==> config.mk <==
export PLATFORM = sky130hd
export DESIGN_NAME = redux_exec_ctrl
export DESIGN_NICKNAME = d
export VERILOG_FILES = /design/src/rtl/redux_exec_ctrl_pkg.sv /design/src/rtl/redux_exec_ctrl_sat_counter.sv /design/src/rtl/redux_exec_ctrl.sv
export SDC_FILE = /design/constraint.sdc
export NUM_CORES = 1
export LEC_CHECK = 0
export ABC_AREA = 1
export CORE_ASPECT_RATIO = 0.6
export CORE_MARGIN = 2
export CORE_UTILIZATION = 45
export DETAILED_ROUTE_END_ITERATION = 6
export GPL_TIMING_DRIVEN = 0
export PLACE_DENSITY = 0.83
export SYNTH_ARGS = -nofsm -noshare
export SYNTH_HDL_FRONTEND = slang
export SYNTH_HIERARCHICAL = 1
export SYNTH_SLANG_ARGS = --single-unit
==> constraint.sdc <==
create_clock -name clk -period 3.1 [get_ports clk]
set_input_delay 0.465 -clock clk [delete_from_list [all_inputs] [get_ports clk]]
set_output_delay 0.465 -clock clk [all_outputs]
set_load 0.05 [all_outputs]
==> src/rtl/redux_exec_ctrl_pkg.sv <==
// Shared definitions for the Redux run-control sequencer: FSM states and stop-cause codes.
package redux_exec_ctrl_pkg;

  typedef enum logic [1:0] {
    ST_IDLE    = 2'd0,
    ST_RUN     = 2'd1,
    ST_STEP    = 2'd2,
    ST_STOPPED = 2'd3
  } state_t;

  typedef enum logic [2:0] {
    CAUSE_NONE      = 3'd0,
    CAUSE_HOST      = 3'd1,
    CAUSE_STEP      = 3'd2,
    CAUSE_SELF_LOOP = 3'd3,
    CAUSE_BREAK     = 3'd4,
    CAUSE_LIMIT     = 3'd5
  } cause_t;

  // Causes that mark the program as finished; only reset leaves STOPPED.
  function automatic logic is_sticky(input cause_t cause);
    return (cause == CAUSE_SELF_LOOP) || (cause == CAUSE_LIMIT);
  endfunction

endpackage

==> src/rtl/redux_exec_ctrl_sat_counter.sv <==
// Saturating up-counter with enable; holds at all-ones instead of wrapping.
module redux_exec_ctrl_sat_counter #(
  parameter int W = 16
) (
  input  logic         clk,
  input  logic         rst,
  input  logic         en,
  output logic [W-1:0] count
);

  // NOTE: sequential state uses non-blocking assignments so every flop samples pre-edge values.
  always_ff @(posedge clk) begin
    if (rst) begin
      count <= '0;
    end else if (en && (count != '1)) begin
      count <= count + W'(1);
    end
  end

endmodule

==> src/rtl/redux_exec_ctrl.sv <==
// Run-control sequencer for the Redux CPU: gates commits via cpu_en and records why execution stopped.
module redux_exec_ctrl
  import redux_exec_ctrl_pkg::*;
#(
  parameter int PC_W      = 8,
  parameter int CNT_W     = 16,
  parameter int MAX_INSTR = 1000
) (
  input  logic             clk,
  input  logic             rst,
  input  logic             start,
  input  logic             step,
  input  logic             halt_req,
  input  logic             bp_en,
  input  logic [PC_W-1:0]  bp_addr,
  input  logic [PC_W-1:0]  cur_pc,
  input  logic [PC_W-1:0]  n_pc,
  output logic             cpu_en,
  output logic             busy,
  output logic             halted,
  output logic             stop_pulse,
  output logic [2:0]       stop_cause,
  output logic [CNT_W-1:0] instr_count
);

  localparam logic [CNT_W:0] MAX_W = (CNT_W+1)'(MAX_INSTR);
  localparam logic [CNT_W:0] ONE_W = (CNT_W+1)'(1);

  state_t state;
  cause_t cause;
  logic   self_loop;
  logic   limit_hit;
  logic   run_stop;
  cause_t run_cause;

  assign self_loop = (n_pc == cur_pc);
  // Compared one bit wider so a saturated count can never alias the limit.
  assign limit_hit = (MAX_INSTR != 0) && (({1'b0, instr_count} + ONE_W) == MAX_W);

  // Stop decision for an enabled RUN cycle, highest priority first.
  always_comb begin
    run_stop  = 1'b1;
    run_cause = CAUSE_NONE;
    if (self_loop) begin
      run_cause = CAUSE_SELF_LOOP;
    end else if (bp_en && (n_pc == bp_addr)) begin
      run_cause = CAUSE_BREAK;
    end else if (limit_hit) begin
      run_cause = CAUSE_LIMIT;
    end else if (halt_req) begin
      run_cause = CAUSE_HOST;
    end else begin
      run_stop = 1'b0;
    end
  end

  always_ff @(posedge clk) begin
    if (rst) begin
      state      <= ST_IDLE;
      cause      <= CAUSE_NONE;
      stop_pulse <= 1'b0;
    end else begin
      stop_pulse <= 1'b0;
      case (state)
        ST_IDLE: begin
          if (start)     state <= ST_RUN;
          else if (step) state <= ST_STEP;
        end
        ST_RUN: begin
          if (run_stop) begin
            state      <= ST_STOPPED;
            cause      <= run_cause;
            stop_pulse <= 1'b1;
          end
        end
        ST_STEP: begin
          state      <= ST_STOPPED;
          cause      <= self_loop ? CAUSE_SELF_LOOP : CAUSE_STEP;
          stop_pulse <= 1'b1;
        end
        ST_STOPPED: begin
          if (!is_sticky(cause)) begin
            if (start)     state <= ST_RUN;
            else if (step) state <= ST_STEP;
          end
        end
        default: state <= ST_IDLE;
      endcase
    end
  end

  // Reset suppresses commits in the reset cycle itself, even mid-run.
  assign busy       = (state == ST_RUN) || (state == ST_STEP);
  assign cpu_en     = busy && !rst;
  assign halted     = (state == ST_STOPPED);
  assign stop_cause = cause;

  redux_exec_ctrl_sat_counter #(.W(CNT_W)) u_instr_count (
    .clk   (clk),
    .rst   (rst),
    .en    (cpu_en),
    .count (instr_count)
  );

endmodule
==> results_dict.tcl, run 1 <==
set metrics [dict create \
    grt_first_pass_wirelength_mm 8.68 \
    outcome "completed" \
    crit_path_max_fanout 4 \
    worst_slack_after_detailed_placement_ps 672 \
    regToRegSetupSlack_ps 1100 \
    cts_inserted_buffers 3 \
    antenna_found_initial 0 \
    gr-total-overflow 0 \
    layout.cells.most_common_list "99 x nand2_1, 52 x clkdlybuf4s50_1, 51 x nor2_1" \
    crit_path_start_kind "register" \
    required_ps 2630 \
    final_max_slew_viol_count 0 \
    fp.coreArea_sq_mm 0.00417 \
    clock_skew_ps 6.07 \
    max_slew_margin_pct 65.6 \
    fillCellCount 407 \
    synth.ff_latch_count 22 \
    setup_repair_after_global_routing_missed_its_margin "false" \
    endpoint_kind "output pin" \
    syn_to_final_growth_pct 32.8 \
    area_of_the_multi_input_gates_sq_mm 0.00138 \
    total_negative_setup_slacks_ps 0 \
    cts.hold.buffers_added 0 \
    post_route_cells_drive_above_1_share_pct 12.3 \
    totalWireLength_mm 5.14 \
    antenna_cells_inserted 0 \
    synthCells 333 \
    arrival_ps 2090 \
    fmax_mhz 391 \
    floorplan.rows 18 \
    syn-cell-area_sq_mm 0.00199 \
    post_cts.resized_instances 0 \
    critical_path.reg2reg.startpoint "state[0]$_SDFFE_PP0P_" \
    cts_max_path_buffers 2 \
    max_cap_violations 0 \
    hold_violations 0 \
    regArea_sq_um 440 \
    final_min_period_over_clock_period_pct 82.6 \
    worstReg2RegEnd "u_instr_count/count[13]$_SDFFE_PP0P_" \
    drc_errors 0 \
    worst_hold_startpoint "u_instr_count/count[1]$_SDFFE_PP0P_" \
    postCtsSetupBuffers 0 \
    powerDensity_mw_per_mm2 362 \
    drtAntennaViolNets 0 \
    p_leak_uw 0.00109 \
    final.setup.worst_slack_ps 541 \
    drt_first_iter_violations 131 \
    critPathKind "register to output pin" \
    yosysUniqueCellTypes 33 \
    drt-wirelength-per-cell_microns 11.5 \
    finalWorstPathRequiredPeriod_ps 2560 \
    final_net_count 424 \
    chipHeight_microns 55.5 \
    worst_hold_path_type "register to register" \
    die_footprint_sq_mm 0.00498 \
    clk_root_buffer_cell "clkbuf_8" \
    start_util_pct 47.7 \
    worst_slew_pin_slew_ps 515 \
    min_delay_worst_endpoint "u_instr_count/count[1]$_SDFFE_PP0P_" \
    insertion_delay_ps 270 \
    postSynthAreaPerCell_sq_um 5.96 \
    hpwlAfterDp_mm 4.17 \
    cts.sink_count 22 \
    hold_path_depth 2 \
    finalWeightedCongestion 0.849 \
    cts_max_level 1 \
    count_of_pins_on_the_block_boundary 53 \
    worst-r2r-cell-count 10 \
    number_of_port_buffers 52 \
    final_core_util_pct 63.3 \
    dieWidth_microns 89.8 \
    setup_viol_count_final 0 \
    grt_start_max_net_pins 13 \
    overall_track_demand_over_capacity_in_global_routing_pct 20.6 \
    detailroute.via_count 2221 \
    layout.cells.most_common "nand2_1" \
    syn_nets 367 \
    irDropWorstVdd_v 0.000370 \
    dr.pass1.iters 4 \
    grt_pass1_vias 1956 \
    tritoncts "done" \
    cts.reportedPaths.clkPinSlew_ps 80 \
    synth-seq-area-share_pct 22.2 \
    ys.warnings.count 6 \
    drt-vias-per-instance 4.95 \
]
## layout make-up
| type | count | area share, % |
|---|---|---|
| Inverter | 41 | 5.84 |
| Tap cell | 60 | 2.85 |
| Sequential cell | 22 | 16.7 |
| Clock buffer | 4 | 2.09 |
| Buffer | 2 | 0.475 |
| Multi-Input combinational cell | 268 | 52.3 |
| Timing Repair Buffer | 52 | 19.7 |
## through the flow
stage	area [sq um]	total power, uW	hold slack, ps	instances
2_1_floorplan	1990	614	503	333
3_3_place_gp	2580	743	513	445
3_5_place_dp	2580	749	525	445
4_1_cts	2640	959	538	449
5_1_grt	2640	1010	589	449
6_report	2640	954	539	449
## flip-flops by register name, summed over array words and instances (netlist names)
| register | cells |
|---|---|
| stop_pulse | 1 |
| stop_cause | 3 |
| u_instr_count/count | 16 |
| state | 2 |
## routing by layer
layer,global-route usage [%],wire [microns]
met1,29.8,2600
met2,32.8,2220
met3,3.55,304
met4,3.74,19
met5,0,0
## power breakdown
group / internal [uW] / switching, uW / total, uW / leakage, uW
combinational: 159 / 251 / 409 / 0.000880
sequential: 308 / 26.0 / 334 / 0.000179
clock: 113 / 96.7 / 210 / 0.0000288
total: 580 / 373 / 954 / 0.00109
## synthesized netlist by cell type, drive strengths merged
cell | instances | area share (%)
a21oi | 14 | 3.5
a31oi | 2 | 0.63
buf | 1 | 0.25
clkbuf | 1 | 0.38
clkinv | 1 | 0.19
dfxtp | 22 | 22
ha | 4 | 2.5
inv | 40 | 7.6
nand2 | 108 | 22
nand3 | 29 | 8.4
nand3b | 1 | 0.57
nand4 | 6 | 2.6
nor2 | 74 | 19
nor3 | 7 | 2.0
nor3b | 1 | 0.38
o211ai | 2 | 0.76
o21ai | 6 | 1.5
or2 | 7 | 2.2
xnor2 | 1 | 0.44
xor2 | 6 | 2.6
## how the worst max path moves through the flow
| stage | startpoint | end | slack (ps) | depth (start not counted) |
|---|---|---|---|---|
| 6_report | state[0]$_SDFFE_PP0P_ | cpu_en | 540 | 4 |
| 5_1_grt | state[0]$_SDFFE_PP0P_ | cpu_en | 460 | 4 |
| 4_1_cts | state[0]$_SDFFE_PP0P_ | cpu_en | 540 | 4 |
| 3_5_place_dp | rst | cpu_en | 670 | 3 |
| 3_3_place_gp | rst | cpu_en | 670 | 3 |
| 2_1_floorplan | state[0]$_SDFFE_PP0P_ | u_instr_count/count[13]$_SDFFE_PP0P_ | 610 | 10 |
## cell families (layout without fill, tap and decap cells)
kind of cell | Yosys count | count (layout) | synth area share [%]
DFF | 22 | 22 | 22.2
xor gates and xnor gates | 7 | 7 | 3.09
adders and majority gates | 4 | 4 | 2.52
AOI/OAI and AO/OA | 24 | 24 | 6.43
and+or+nand+nor | 233 | 233 | 57.4
buffers and inverters | 43 | 99 | 8.38
## critical path, cell delays in order, from the launching register on
cell and delay, ps:
dfxtp_1 390, inv_1 60, ha_1 320, nor2_1 210, clkdlybuf4s50_1 840
No activity file was read; power rests on OpenSTA's default activity.
==> inputs of run 2 (changes only) <==
Clock period 3.1 ns to 2.67 ns, I/O delays scaled along.
==> results of run 2 <==
Same layout as run 1 (identical final DEF). Status: completed.
Among the figures that moved: setup slack after placement 672 ps -> 371 ps; setup slack after layout 541 ps -> 175 ps; register-to-register setup slack 1100 ps -> 670 ps; total power 954 uW -> 1110 uW; worst IR drop on VDD 0.000370 V -> 0.000430 V
